## src/rtl/sat_pkg.sv

```systemverilog
// Shared definitions for the WalkSAT decision stages.
// Holds the flip-mode encodings reported to the flip logic, the FSM state
// encoding of break_min_selector, and the 16-bit Galois LFSR tap constant,
// default seed and step function.
package sat_pkg;

  typedef enum logic [1:0] {
    FREEBIE = 2'b00,
    GREEDY  = 2'b01,
    RANDOM  = 2'b10
  } flip_mode_e;

  typedef enum logic [1:0] {
    COLLECT = 2'b00,
    DECIDE  = 2'b01,
    PICK    = 2'b10,
    OUTPUT  = 2'b11
  } sel_state_e;

  // x^16 + x^14 + x^13 + x^11 + 1 in right-shifting Galois form
  localparam logic [15:0] LFSR_TAPS         = 16'hB400;
  localparam logic [15:0] LFSR_DEFAULT_SEED = 16'hACE1;

  function automatic logic [15:0] lfsr_next(input logic [15:0] q);
    return q[0] ? ((q >> 1) ^ LFSR_TAPS) : (q >> 1);
  endfunction

endpackage

```

## src/rtl/sat_lfsr16.sv

```systemverilog
// 16-bit Galois LFSR, one step per clock, reloads SEED on reset.
// Ports:
//   clk    in   clock
//   reset  in   synchronous active-high reset (loads SEED)
//   state  out  current 16-bit LFSR value
module sat_lfsr16
  import sat_pkg::*;
#(
  parameter logic [15:0] SEED = LFSR_DEFAULT_SEED
) (
  input  logic        clk,
  input  logic        reset,
  output logic [15:0] state
);

  // An all-zero seed would lock the register at zero forever.
  if (SEED == 16'h0000) begin : g_seed_check
    $error("sat_lfsr16: SEED must be nonzero");
  end

  always_ff @(posedge clk) begin
    if (reset) state <= SEED;
    else       state <= lfsr_next(state);
  end

endmodule

```

## src/rtl/break_min_selector.sv

```systemverilog
// WalkSAT flip-variable decision stage. Collects the break values of the
// candidates of one unsatisfied clause and picks the variable to flip:
// freebie (break==0), else noisy random, else greedy minimum.
// Ports:
//   clk, reset                     clock, synchronous active-high reset
//   cand_valid_i / cand_ready_o    candidate beat handshake
//   cand_var_i, cand_break_i       candidate variable and its break value
//   cand_last_i                    last candidate of the clause
//   flip_valid_o / flip_ready_i    decision handshake
//   flip_var_o, flip_break_o       chosen variable and its break value
//   flip_mode_o                    00 freebie, 01 greedy, 10 random
//   overflow_o                     sticky: clause had more than MAX_LITS beats
//
// state   | meaning
// COLLECT | accepting candidate beats, tracking min and first zero
// DECIDE  | one cycle: choose freebie, greedy or random walk
// PICK    | reduce random index modulo count, one subtraction per cycle
// OUTPUT  | decision presented, held until flip_ready_i
module break_min_selector
  import sat_pkg::*;
#(
  parameter int          NUM_CLAUSES  = 20,
  parameter int          NUM_VARS     = 16,
  parameter int          MAX_LITS     = 3,
  parameter logic [7:0]  NOISE_THRESH = 8'd64,
  parameter logic [15:0] LFSR_SEED    = 16'hACE1,
  localparam int BV_BITS  = $clog2(NUM_CLAUSES),
  localparam int VAR_BITS = $clog2(NUM_VARS),
  localparam int LIT_BITS = $clog2(MAX_LITS + 1)
) (
  input  logic                clk,
  input  logic                reset,
  input  logic                cand_valid_i,
  output logic                cand_ready_o,
  input  logic [VAR_BITS-1:0] cand_var_i,
  input  logic [BV_BITS-1:0]  cand_break_i,
  input  logic                cand_last_i,
  output logic                flip_valid_o,
  input  logic                flip_ready_i,
  output logic [VAR_BITS-1:0] flip_var_o,
  output logic [BV_BITS-1:0]  flip_break_o,
  output logic [1:0]          flip_mode_o,
  output logic                overflow_o
);

  localparam logic [LIT_BITS-1:0] MAX_CNT = LIT_BITS'(MAX_LITS);

  sel_state_e          state, state_nxt;
  logic [VAR_BITS-1:0] cand_var_q [MAX_LITS];
  logic [BV_BITS-1:0]  cand_bv_q  [MAX_LITS];
  logic [LIT_BITS-1:0] count;
  logic [VAR_BITS-1:0] min_var, zero_var;
  logic [BV_BITS-1:0]  min_bv;
  logic                zero_seen;
  logic [LIT_BITS-1:0] r;
  logic [15:0]         lfsr;
  logic                accept, noisy;
  logic                unused_lfsr_bits;

  sat_lfsr16 #(.SEED(LFSR_SEED)) u_lfsr (
    .clk   (clk),
    .reset (reset),
    .state (lfsr)
  );

  assign unused_lfsr_bits = ^lfsr[7:LIT_BITS];
  assign accept           = cand_valid_i & cand_ready_o;
  assign noisy            = lfsr[15:8] < NOISE_THRESH;
  assign cand_ready_o     = (state == COLLECT);
  assign flip_valid_o     = (state == OUTPUT);

  always_ff @(posedge clk) begin
    if (reset) state <= COLLECT;
    else       state <= state_nxt;
  end

  always_comb begin
    state_nxt = state;
    case (state)
      COLLECT: if (accept && cand_last_i) state_nxt = DECIDE;
      DECIDE:  state_nxt = (min_bv != '0 && noisy) ? PICK : OUTPUT;
      PICK:    if (r < count) state_nxt = OUTPUT;
      OUTPUT:  if (flip_ready_i) state_nxt = COLLECT;
      default: state_nxt = COLLECT;
    endcase
  end

  always_ff @(posedge clk) begin
    if (reset) begin
      count        <= '0;
      min_var      <= '0;
      min_bv       <= '0;
      zero_var     <= '0;
      zero_seen    <= 1'b0;
      r            <= '0;
      flip_var_o   <= '0;
      flip_break_o <= '0;
      flip_mode_o  <= FREEBIE;
      overflow_o   <= 1'b0;
      for (int i = 0; i < MAX_LITS; i++) begin
        cand_var_q[i] <= '0;
        cand_bv_q[i]  <= '0;
      end
    end else begin
      case (state)
        COLLECT: begin
          if (accept) begin
            if (count < MAX_CNT) begin
              cand_var_q[count] <= cand_var_i;
              cand_bv_q[count]  <= cand_break_i;
              count             <= count + 1'b1;
              // strict '<' keeps the earliest candidate on ties
              if (count == '0 || cand_break_i < min_bv) begin
                min_var <= cand_var_i;
                min_bv  <= cand_break_i;
              end
              if (!zero_seen && cand_break_i == '0) begin
                zero_seen <= 1'b1;
                zero_var  <= cand_var_i;
              end
            end else begin
              overflow_o <= 1'b1;
            end
          end
        end
        DECIDE: begin
          if (min_bv == '0) begin
            flip_var_o   <= zero_var;
            flip_break_o <= '0;
            flip_mode_o  <= FREEBIE;
          end else if (noisy) begin
            r           <= lfsr[LIT_BITS-1:0];
            flip_mode_o <= RANDOM;
          end else begin
            flip_var_o   <= min_var;
            flip_break_o <= min_bv;
            flip_mode_o  <= GREEDY;
          end
        end
        PICK: begin
          if (r >= count) begin
            r <= r - count;
          end else begin
            flip_var_o   <= cand_var_q[r];
            flip_break_o <= cand_bv_q[r];
          end
        end
        OUTPUT: begin
          if (flip_ready_i) begin
            count     <= '0;
            min_var   <= '0;
            min_bv    <= '0;
            zero_var  <= '0;
            zero_seen <= 1'b0;
            r         <= '0;
            for (int i = 0; i < MAX_LITS; i++) begin
              cand_var_q[i] <= '0;
              cand_bv_q[i]  <= '0;
            end
          end
        end
        default: ;
      endcase
    end
  end

endmodule

```

## config.mk

```make
export PLATFORM = sky130hd
export DESIGN_NAME = break_min_selector
export DESIGN_NICKNAME = d
export VERILOG_FILES = /design/src/rtl/sat_pkg.sv /design/src/rtl/sat_lfsr16.sv /design/src/rtl/break_min_selector.sv
export SDC_FILE = /design/constraint.sdc
export NUM_CORES = 1
export LEC_CHECK = 0
export BUFFER_PORTS_ARGS = -buffer_cell sky130_fd_sc_hd__clkbuf_2
export CAP_MARGIN = 5
export CORE_MARGIN = 3
export CORE_UTILIZATION = 40
export DETAILED_ROUTE_END_ITERATION = 7
export GPL_ROUTABILITY_DRIVEN = 0
export SLEW_MARGIN = 30
export SYNTH_ARGS = -nofsm -noshare
export SYNTH_HDL_FRONTEND = slang
export SYNTH_SLANG_ARGS = --single-unit
```

## constraint.sdc

```tcl
create_clock -name clk -period 3 [get_ports clk]
set_input_delay 0.9 -clock clk [delete_from_list [all_inputs] [get_ports clk]]
set_output_delay 0.9 -clock clk [all_outputs]
set_load 0.02 [all_outputs]
```

After elaboration in Yosys (flattened, before gate mapping)
Memory sizes are Yosys's and may differ from the RTL's. A register that Yosys moved wholly into a read port is not among the register bits. Index checks and enable logic that the tools add are counted.

Magnitude comparators: 5. Bitwise operators: 9. Equality and inequality tests: 15. $add $sub $neg: 2. Mux-type cells: 69. Reduce and logical (&&, ||, !) cells: 22.

Operators with widths (number): $mux W4 (14); $mux W5 (11); $mux W2 (16); $pmux W4 S2 (3); $pmux W5 S2 (2); $mux W1 (18); $mux W16 (1); $reduce_and A5 Y1 (3); $ne A2 B1 Y1 const B (6); $logic_not A5 Y1 (2); $ne A2 B2 Y1 const B (5); $reduce_and A3 Y1 (3); $lt A8 B7 Y1 const B (1); $pmux W2 S4 (1); $or A1 B1 Y1 (6); $pmux W2 S3 (1); $lt A5 B5 Y1 (1); $reduce_bool A5 Y1 (1); $reduce_or A5 Y1 (1); $eq A2 B2 Y1 const B (2); $logic_not A2 Y1 (2); $not A3 Y4 (1); $pmux W2 S2 (1); $reduce_and A4 Y1 (1); 16 further kinds (19).

Output and inout port bits: 14. Input bits: 14. Memories kept: 2. Bits in writable memories: 27. Flip-flop bits (word level): 48.

Memory list: cand_bv_q (words 3, bits a word 5, read ports 1, clocked after memory_dff 1, wr ports 3, line break_min_selector.sv:50) `logic [BV_BITS-1:0] cand_bv_q [MAX_LITS];`; cand_var_q (words 3, bits a word 4, read ports 1, clocked after memory_dff 1, wr ports 3, line break_min_selector.sv:49) `logic [VAR_BITS-1:0] cand_var_q [MAX_LITS];`.

Longest topological paths before layout
Gate-level depths: netlist of run 1.

Depth in word-level cells: 8. Depth in mapped cells: 7. Mapped depth without buffers: 7.

Cells and area by module
Synthesis of run 1 repeated with hierarchy kept, for this count alone.

Cell total of the unflattened synthesis: 346. Area total of the unflattened synthesis: 3968.8 µm².

By module, submodules not included: break_min_selector (cells each 310, times used 1, area an instance 3505.9 µm²); sat_lfsr16 (cells each 36, times used 1, area an instance 462.9 µm²).

Worst setup path after synthesis of run 1
Ideal clock, no wire load.

Path type: in2reg. Start point: input cand_break_i[4]. End point: register min_bv[0]. Required time: 2.926 ns. Buffers on the path: 0. Stages: 5. Setup slack: 0.712 ns. Data arrival time: 2.214 ns. Setup time: 0.074 ns. Cells stage by stage: ha_1 > a211oi_1 > o211ai_1 > a41oi_2 > mux2i_1.

Longest elaborated chain between the ends: 4.

RTL lines: start: declaration (line break_min_selector.sv:36) `input logic [BV_BITS-1:0] cand_break_i,`; $lt A5 B5 Y1 (line break_min_selector.sv:113) `if (count == '0 || cand_break_i < min_bv) begin`; $logic_or A1 B1 Y1 (line break_min_selector.sv:113); $ne A2 B1 Y1 (no line); $reduce_and A5 Y1 (no line); end signal: assignment (line break_min_selector.sv:115) `min_bv <= cand_break_i;`; end: declaration (line break_min_selector.sv:53) `logic [BV_BITS-1:0] min_bv;`.

No other way between the ends. A chain may end at the register's enable or synchronous reset.

Worst setup path after layout of run 1
Start point: register state[1]. End point: output flip_valid_o.

Longest elaborated chain between the ends: 1.

RTL lines: start: declaration (line break_min_selector.sv:48) `sel_state_e state, state_nxt;`; start signal: assignment (line break_min_selector.sv:74) `else state <= state_nxt;`; $eq A2 B2 Y1 (line break_min_selector.sv:70) `assign flip_valid_o = (state == OUTPUT);`; end: declaration (line break_min_selector.sv:38) `output logic flip_valid_o,`.

No other way between the ends.

==> metrics.md, run 1 <==
| Metric | Value |
|---|---|
| Run status | finished, final reports clean |
| Relative slew slack | 0.4787 |
| Most common cell in the netlist | dfxtp_1 |
| Pwr Total | 0.004275 W |
| Slew Limit Fails | 0 |
| Register area | 2082 µm² |
| Die Height | 105.4 µm |
| Avg Inst Size Synth | between 10 and 15 µm² |
| Post-synth top area share | 0.2734 |
| Sink Count | 86 |
| Synth-to-Final Area Change | 12.97% |
| Max-Cap Viols | 0 |
| Leak pwr | 1.797 nW |
| Number of synthesized flops with an enable pin | 36 |
| Hold Path Class | flop to flop |
| Vias per inst | 5.248 |
| Post-CTS Resized | 0 |
| Leading post-synthesis cells by cell area | edfxtp_1 27%, dfxtp_1 25%, mux4_2 5.1% |
| Crit end category | output port |
| Top FF cell, synth | dfxtp_1 |
| Die area | ~11000 µm² |
| CP arrival | 1690 ps |
| Worst slew pin tran | 779.9 ps |
| Latest clock arrival within the worst-skew pair | 350 ps |
| WS Path Type | flop to output port |
| Share of cells above drive strength 1 | 0.1771 |
| Crit-path cells | ha_1 -> clkbuf_2 |
| Post-synthesis sequential area ratio | 0.5266 |
| Antenna diodes | 0 |
| Final setup margin | 407.3 ps |
| Reg2Reg Launch Point | state[1]$_SDFFE_PP0P_ |
| Total Nets Final | 409 |
| FILL cells | 869 |
| Tmin final | 2593 ps |
| CP max FO | 23 |
| Drt drc | 0 |
| Initial Util | 0.4199 |
| H-tree Lvls | 3 |
| Vias in the first global route | 2734 |
| Hold Startpoint | u_lfsr.state[12]$_SDFF_PP0_ |
| Yosys top cell by area | edfxtp_1 |
| Clk slew on worst S/H paths | 80 ps |
| Yosys reg bits | 86 |
| Cts hold-fix bufs | 0 |
| CTS tree | yes |
| Max clock buf depth | 2 |
| Max Freq | 385.7 MHz |
| RSZ-0062 raised after global routing | no |
| Worst r2r dst | min_bv[2]$_SDFFE_PP0P_ |
| Tot GR Track Use | 0.1610 |
| Via count | 2692 |
| Initial DRC Count | roughly 220 |
| R2R depth | 5 |
| Row cnt | 35 |
| Syn Inst Count | 348 |
| Worst path required time | around 2100 ps |
| CP max stage cell | ha_1 |
| Async S/R FF share, synth | 0 |
| Commonest cells post-synth | 50 x dfxtp_1, 36 x edfxtp_1, 27 x and3_1 |
| Pint | 0.002731 W |
| Hold Path Stages | 1 |
| IO Port Bufs | 27 |
| Startpoint Class | flop |
| PD cells | around 960 nW/µm² |
| Antenna violations before repair | 0 |
| Pre-CTS setup slack | between 300 and 400 ps |
| Synthesis Warnings | 0 |
| Logic pwr share | 0.380 |
| CORE AREA | approximately 9400 µm² |
| Grt ovf | 0 |
| CTS Root Cell | clkbuf_8 |
| Global-route wire length before repair | 13920 µm |
| Clock power frac | 0.226 |
| WHS Endpoint | u_lfsr.state[11]$_SDFF_PP1_ |
| Detail Route Antenna Nets | 0 |
| Sw Ratio | 0.3612 |
| Worst VDD drop | around 570 µV |
| Final Hold Viols | 0 |
| Routed WL | a little over 8000 µm |
| Post-DR wirelength/cell | 16.18 µm |
| Critical Path Max Stage Delay | 660 ps |
| Skew final | 11.41 ps |
| Largest net degree at the start of global routing | 27 |
| Final setup vio count | 0 |
| Boundary pin count | 28 |
| Area occupied by multi-input gates | 1738 µm² |
| Net Sw Power | 0.001544 W |
| Synth unique cells | 49 |
| Mapped Area | 3954 µm² |
| Fin crit share | 0.8642 |
| Flop pwr share | 0.394 |
| Die width | 105.4 µm |
| Setup TNS | 0 ps |
| Total CTS buffers | 9 |
| Worst R2R Setup Slack | 590 ps |
| Setup bufs post-CTS | 0 |
| Hpwl dp | between 5000 and 6000 µm |
| DRT Pass-1 Iters | 4 |
==> per-layer routing <==
| metal | global-route usage | routed length [µm] | vias up |
|---|---|---|---|
| li1 | - | - | 1332 |
| met1 | 0.2166 | 3764 | 1302 |
| met2 | 0.2577 | 4062 | 48 |
| met3 | 0.02939 | 354 | 10 |
| met4 | 0.06186 | 117 | 0 |
| met5 | 0 | 0 | - |
==> cells in the final DEF, fill, tap and decap left out, types with 4 or more instances in the layout <==
cell type and instances:
a311oi_1 6, o21ai_0 15, ha_1 15, clkbuf_8 9, inv_1 19, a31oi_1 6
a22o_1 4, edfxtp_1 36, nand3b_1 8, mux4_2 9, nor2b_1 11, dfxtp_1 50
or2_2 6, a21oi_1 17, mux2i_1 16, o211ai_1 5, buf_4 5, clkbuf_2 27
and3_1 27, nand2_1 26, nand4b_1 4, nor2_1 11, conb_1 9
==> worst max path at each step <==
| stage | cells after the start | startpoint | end |
|---|---|---|---|
| floorplan | 5 | cand_break_i[4] | min_bv[0]$_SDFFE_PP0P_ |
| global placement | 6 | cand_break_i[4] | min_bv[0]$_SDFFE_PP0P_ |
| detailed placement | 6 | cand_break_i[4] | min_bv[3]$_SDFFE_PP0P_ |
| CTS | 2 | state[1]$_SDFFE_PP0P_ | flip_valid_o |
| global route | 2 | state[1]$_SDFFE_PP0P_ | flip_valid_o |
| finish | 2 | state[1]$_SDFFE_PP0P_ | flip_valid_o |
==> power groups by stage <==
stage / sequential [W] / combinational (W) / clock (W)
detailed placement: 0.00172 / 0.00163 / 0
CTS: 0.00169 / 0.00164 / 0.000988
global placement: 0.00171 / 0.00161 / 0
finish: 0.00169 / 0.00162 / 0.000965
global route: 0.00173 / 0.00182 / 0.00104
floorplan: 0.00169 / 0.00123 / 0
==> state kept, by name, summed over array words and instances, names as in the netlist, named ones only <==
name / flops
count: 2
zero_var: 4
cand_bv_q: 20
min_var: 4
cand_var_q: 16
zero_seen: 1
u_lfsr.state: 16
min_bv: 5
flip_var_o: 4
state: 2
r: 2
flip_break_o: 5
overflow_o: 1
flip_mode_o: 2
==> cell type report <==
| class | instances | share of cell area |
|---|---|---|
| repair buffers | 32 | 0.03866 |
| multi-input cells | 230 | 0.3891 |
| well taps | 129 | 0.03613 |
| inverters | 20 | 0.01681 |
| clock inverters | 6 | 0.02465 |
| clock buffers | 10 | 0.02857 |
| flip-flops and latches | 86 | 0.4661 |
==> critical path: cells and delay by family (launching register included) <==
kind                     cells  cell delay (ps)
flip-flops                   1              390
adder cells (fa/ha/maj)      1              660
buffers and inverters        1              290
==> through the flow <==
step | utilization | hold WS [ps] | cell area [µm²] | cells
3_3_place_gp | 0.4492 | 392.9 | 4229 | 497
2_1_floorplan | - | 389.5 | 3984 | 356
6_report | 0.4744 | 416.2 | 4467 | 513
3_5_place_dp | 0.4492 | 400.4 | 4229 | 497
5_1_grt | 0.4744 | 439.3 | 4467 | 513
4_1_cts | 0.4744 | 422.3 | 4467 | 513
==> cells by family (layout without fill, tap and decap cells) <==
logic type,count (synthesis),after routing,share of synthesized area
and+or+nand+nor,106,106,0.1516
buffers and inverters,40,68,0.04272
DFF,86,86,0.5266
muxes,26,26,0.09462
xor gates and xnor gates,3,3,0.006647
adders and majority gates,16,16,0.05253
other,1,9,0.0009485
AOI/OAI and AO/OA,70,70,0.1244
(Power assumes the default switching activity.)
==> run 2: changes to the inputs <==
--- a/config.mk
+++ b/config.mk
@@ -5,7 +5,7 @@
 export SDC_FILE = /design/constraint.sdc
 export NUM_CORES = 1
 export LEC_CHECK = 0
-export BUFFER_PORTS_ARGS = -buffer_cell sky130_fd_sc_hd__clkbuf_2
+export BUFFER_PORTS_ARGS = -buffer_cell sky130_fd_sc_hd__buf_4
 export CAP_MARGIN = 5
 export CORE_MARGIN = 3
 export CORE_UTILIZATION = 40
==> constraint.sdc (replaced) <==
create_clock -name clk -period 2.5 [get_ports clk]
set_input_delay 0.75 -clock clk [delete_from_list [all_inputs] [get_ports clk]]
set_output_delay 0.75 -clock clk [all_outputs]
set_load 0.02 [all_outputs]
==> run 2 against run 1 <==
  * Combinational power up 30%
  * Largest power group is now combinational logic
  * Global-route usage up 0.13 points
  * Sequential cell count unchanged
  * Worst setup slack worse by 280 ps
  * Critical path type unchanged
  * Clock skew about the same
  * Non-clock buffer count up 7
  * Power up 20%
==> metrics.md, run 2 (synthesis gave the netlist of run 1 again) <==
| Metric | Value |
|---|---|
| Initial DRC Count | 154 (-29%) |
| Post-DR wirelength/cell | 16.15 µm (-0.15%) |
| Run status | finished, final reports clean |
| Initial Util | 0.4199 (unchanged) |
| Most frequent cells in the layout | 50 x dfxtp_1, 39 x buf_4, 36 x edfxtp_1 |
| Via count | 2733 (+1.5%) |
| Hold WS | 417.0 ps (+0.8720 ps) |
| Synth-to-Final Area Change | 15.38% |
| WS Path Type | flop to output port |
| H-tree Lvls | 3 (unchanged) |
| Most common cell after layout, fill and taps aside | dfxtp_1 |
| Setup TNS | 0 ps (unchanged) |
| Number of flip-flops in the largest register | 20 (unchanged) |
| Final setup vio count | 0 (unchanged) |
| RSZ-0062 raised after global routing | no |
| CTS tree | yes |
| Die area | 11110 µm² (unchanged) |
| CP arrival | 1620 ps (-70 ps) |
| Max-Cap Viols | 0 (unchanged) |
| Drt drc | 0 (unchanged) |
| Largest net degree at the start of global routing | 30 (+11%) |
| Hpwl dp | 5980 µm (+0.76%) |
| Worst slew pin tran | 752.3 ps (-27.65 ps) |
| Slew Limit Fails | 0 (unchanged) |
| Total Nets Final | 416 (+1.7%) |
| Grt ovf | 0 (unchanged) |
| Antenna violations before repair | 0 (unchanged) |
| Placed Instance Area | 4349 µm² (+2.8%) |
| Global-route wire length before repair | 14030 µm (+0.79%) |
| Critical Path Max Stage Delay | 540 ps (-120 ps) |
| Max clock buf depth | 2 (unchanged) |
| Clk slew on worst S/H paths | 90 ps (about the same) |
| DRT Pass-1 Iters | 4 (unchanged) |
| PD cells | 1125 nW/µm² (+18%) |
| Final Hold Viols | 0 (unchanged) |
| CTS Root Cell | clkbuf_8 |
| Vias in the first global route | 2697 (-1.4%) |
| Startpoint Class | flop |
| Tot GR Track Use | 0.1623 (+0.001289) |
| Largest Register | cand_bv_q |
| Hold Path Class | flop to flop |
| Max Freq | between 400 and 500 MHz |
| Sink Count | 86 (unchanged) |
| Total CTS buffers | 9 (unchanged) |
| Antenna diodes | 0 (unchanged) |
| Largest registers | cand_bv_q (20), cand_var_q (16), u_lfsr.state (16) |
| IO Port Bufs | 27 (unchanged) |
| Detail Route Antenna Nets | 0 (unchanged) |
| Fin crit share | 0.9486 |
| Crit-path cells | inv_1 -> ha_1 -> buf_4 |
| Latest clock arrival within the worst-skew pair | 360 ps (about the same) |
| CP max stage cell | ha_1 |
| Worst VDD drop | 609.8 µV (+7.6%) |
| Boundary pin count | 28 (unchanged) |
| Post-CTS Resized | 0 (unchanged) |
| Tmin final | between 2000 and 2500 ps |
| Relative slew slack | 0.4972 (+0.01848) |
| Leak pwr | 1.846 nW (+2.7%) |
| Crit end category | output port |
| Row cnt | 35 (unchanged) |
| CP max FO | 13 (-43%) |
| Skew final | 11.25 ps (-0.1587 ps) |
| Die width | 105.4 µm (unchanged) |
| Final instance area | 4562 µm² (+2.1%) |
| CORE AREA | 9415 µm² (unchanged) |
| Die Height | 105.4 µm (unchanged) |
| Share of cells above drive strength 1 | 0.1969 (+0.01985) |
| Worst path required time | 1750 ps (-350 ps) |
| Cts hold-fix bufs | 0 (unchanged) |
| Setup bufs post-CTS | 0 (unchanged) |
| Vias per inst | 5.256 (+0.16%) |
| Routed WL | 8399 µm (+1.2%) |
run 2: changes by cell type in the layout (fill, tap and decap cells not counted), sizes merged:
cell    before  now
clkbuf      37   10
clkinv       3    2
bufinv       3    1
buf          5   39
inv         19   22
run 2: metrics by stage:
step	setup WS (ps)	std cells	total power, W	utilization
global placement	252.3	504	0.004101	0.4619
floorplan	361.7	356	0.003497	-
detailed placement	212.7	504	0.004138	0.4619
finish	128.5	520	0.005134	0.4845
CTS	110.0	520	0.005190	0.4845
global route	17.89	520	0.005511	0.4845
run 2: final cells by class:
| cell class | instances | area [µm²] |
|---|---|---|
| Sequential cell | 86 | 2082 |
| Timing Repair Buffer | 39 | 292.8 |
| Multi-Input combinational cell | 230 | 1738 |
| Inverter | 20 | 75.07 |
| Fill cell | 886 | 4853 |
| Clock inverter | 6 | 63.81 |
| Clock buffer | 10 | 148.9 |
| Tap cell | 129 | 161.4 |
run 2: worst max-delay path: cells and delay by family (launching register included):
| family | cells | cell delay, ps |
|---|---|---|
| buf+inv | 2 | 390 |
| fa+ha+maj | 1 | 540 |
| flops | 1 | 340 |
run 2: final timing paths:
check	startpoint	endpoint	slack, ps	depth (start not counted)
min	u_lfsr.state[7]$_SDFF_PP1_	u_lfsr.state[6]$_SDFF_PP1_	420	1
min reg2reg	u_lfsr.state[7]$_SDFF_PP1_	u_lfsr.state[6]$_SDFF_PP1_	420	1
max reg2reg	state[0]$_SDFFE_PP0P_	cand_bv_q[0][4]$_SDFFCE_PN0P_	310	7
max	state[0]$_SDFFE_PP0P_	cand_ready_o	130	3
run 2: report_power, final:
group / switching, W / internal [W]
clock: 0.000510 / 0.000525
combinational: 0.00118 / 0.000935
sequential: 0.000198 / 0.00179
total: 0.00189 / 0.00325
run 2: metal layers:
metal,GRT usage,wire (µm)
met5,0,0
met4,0.06560,176
met3,0.02694,269
met2,0.2696,4046
met1,0.2102,3907
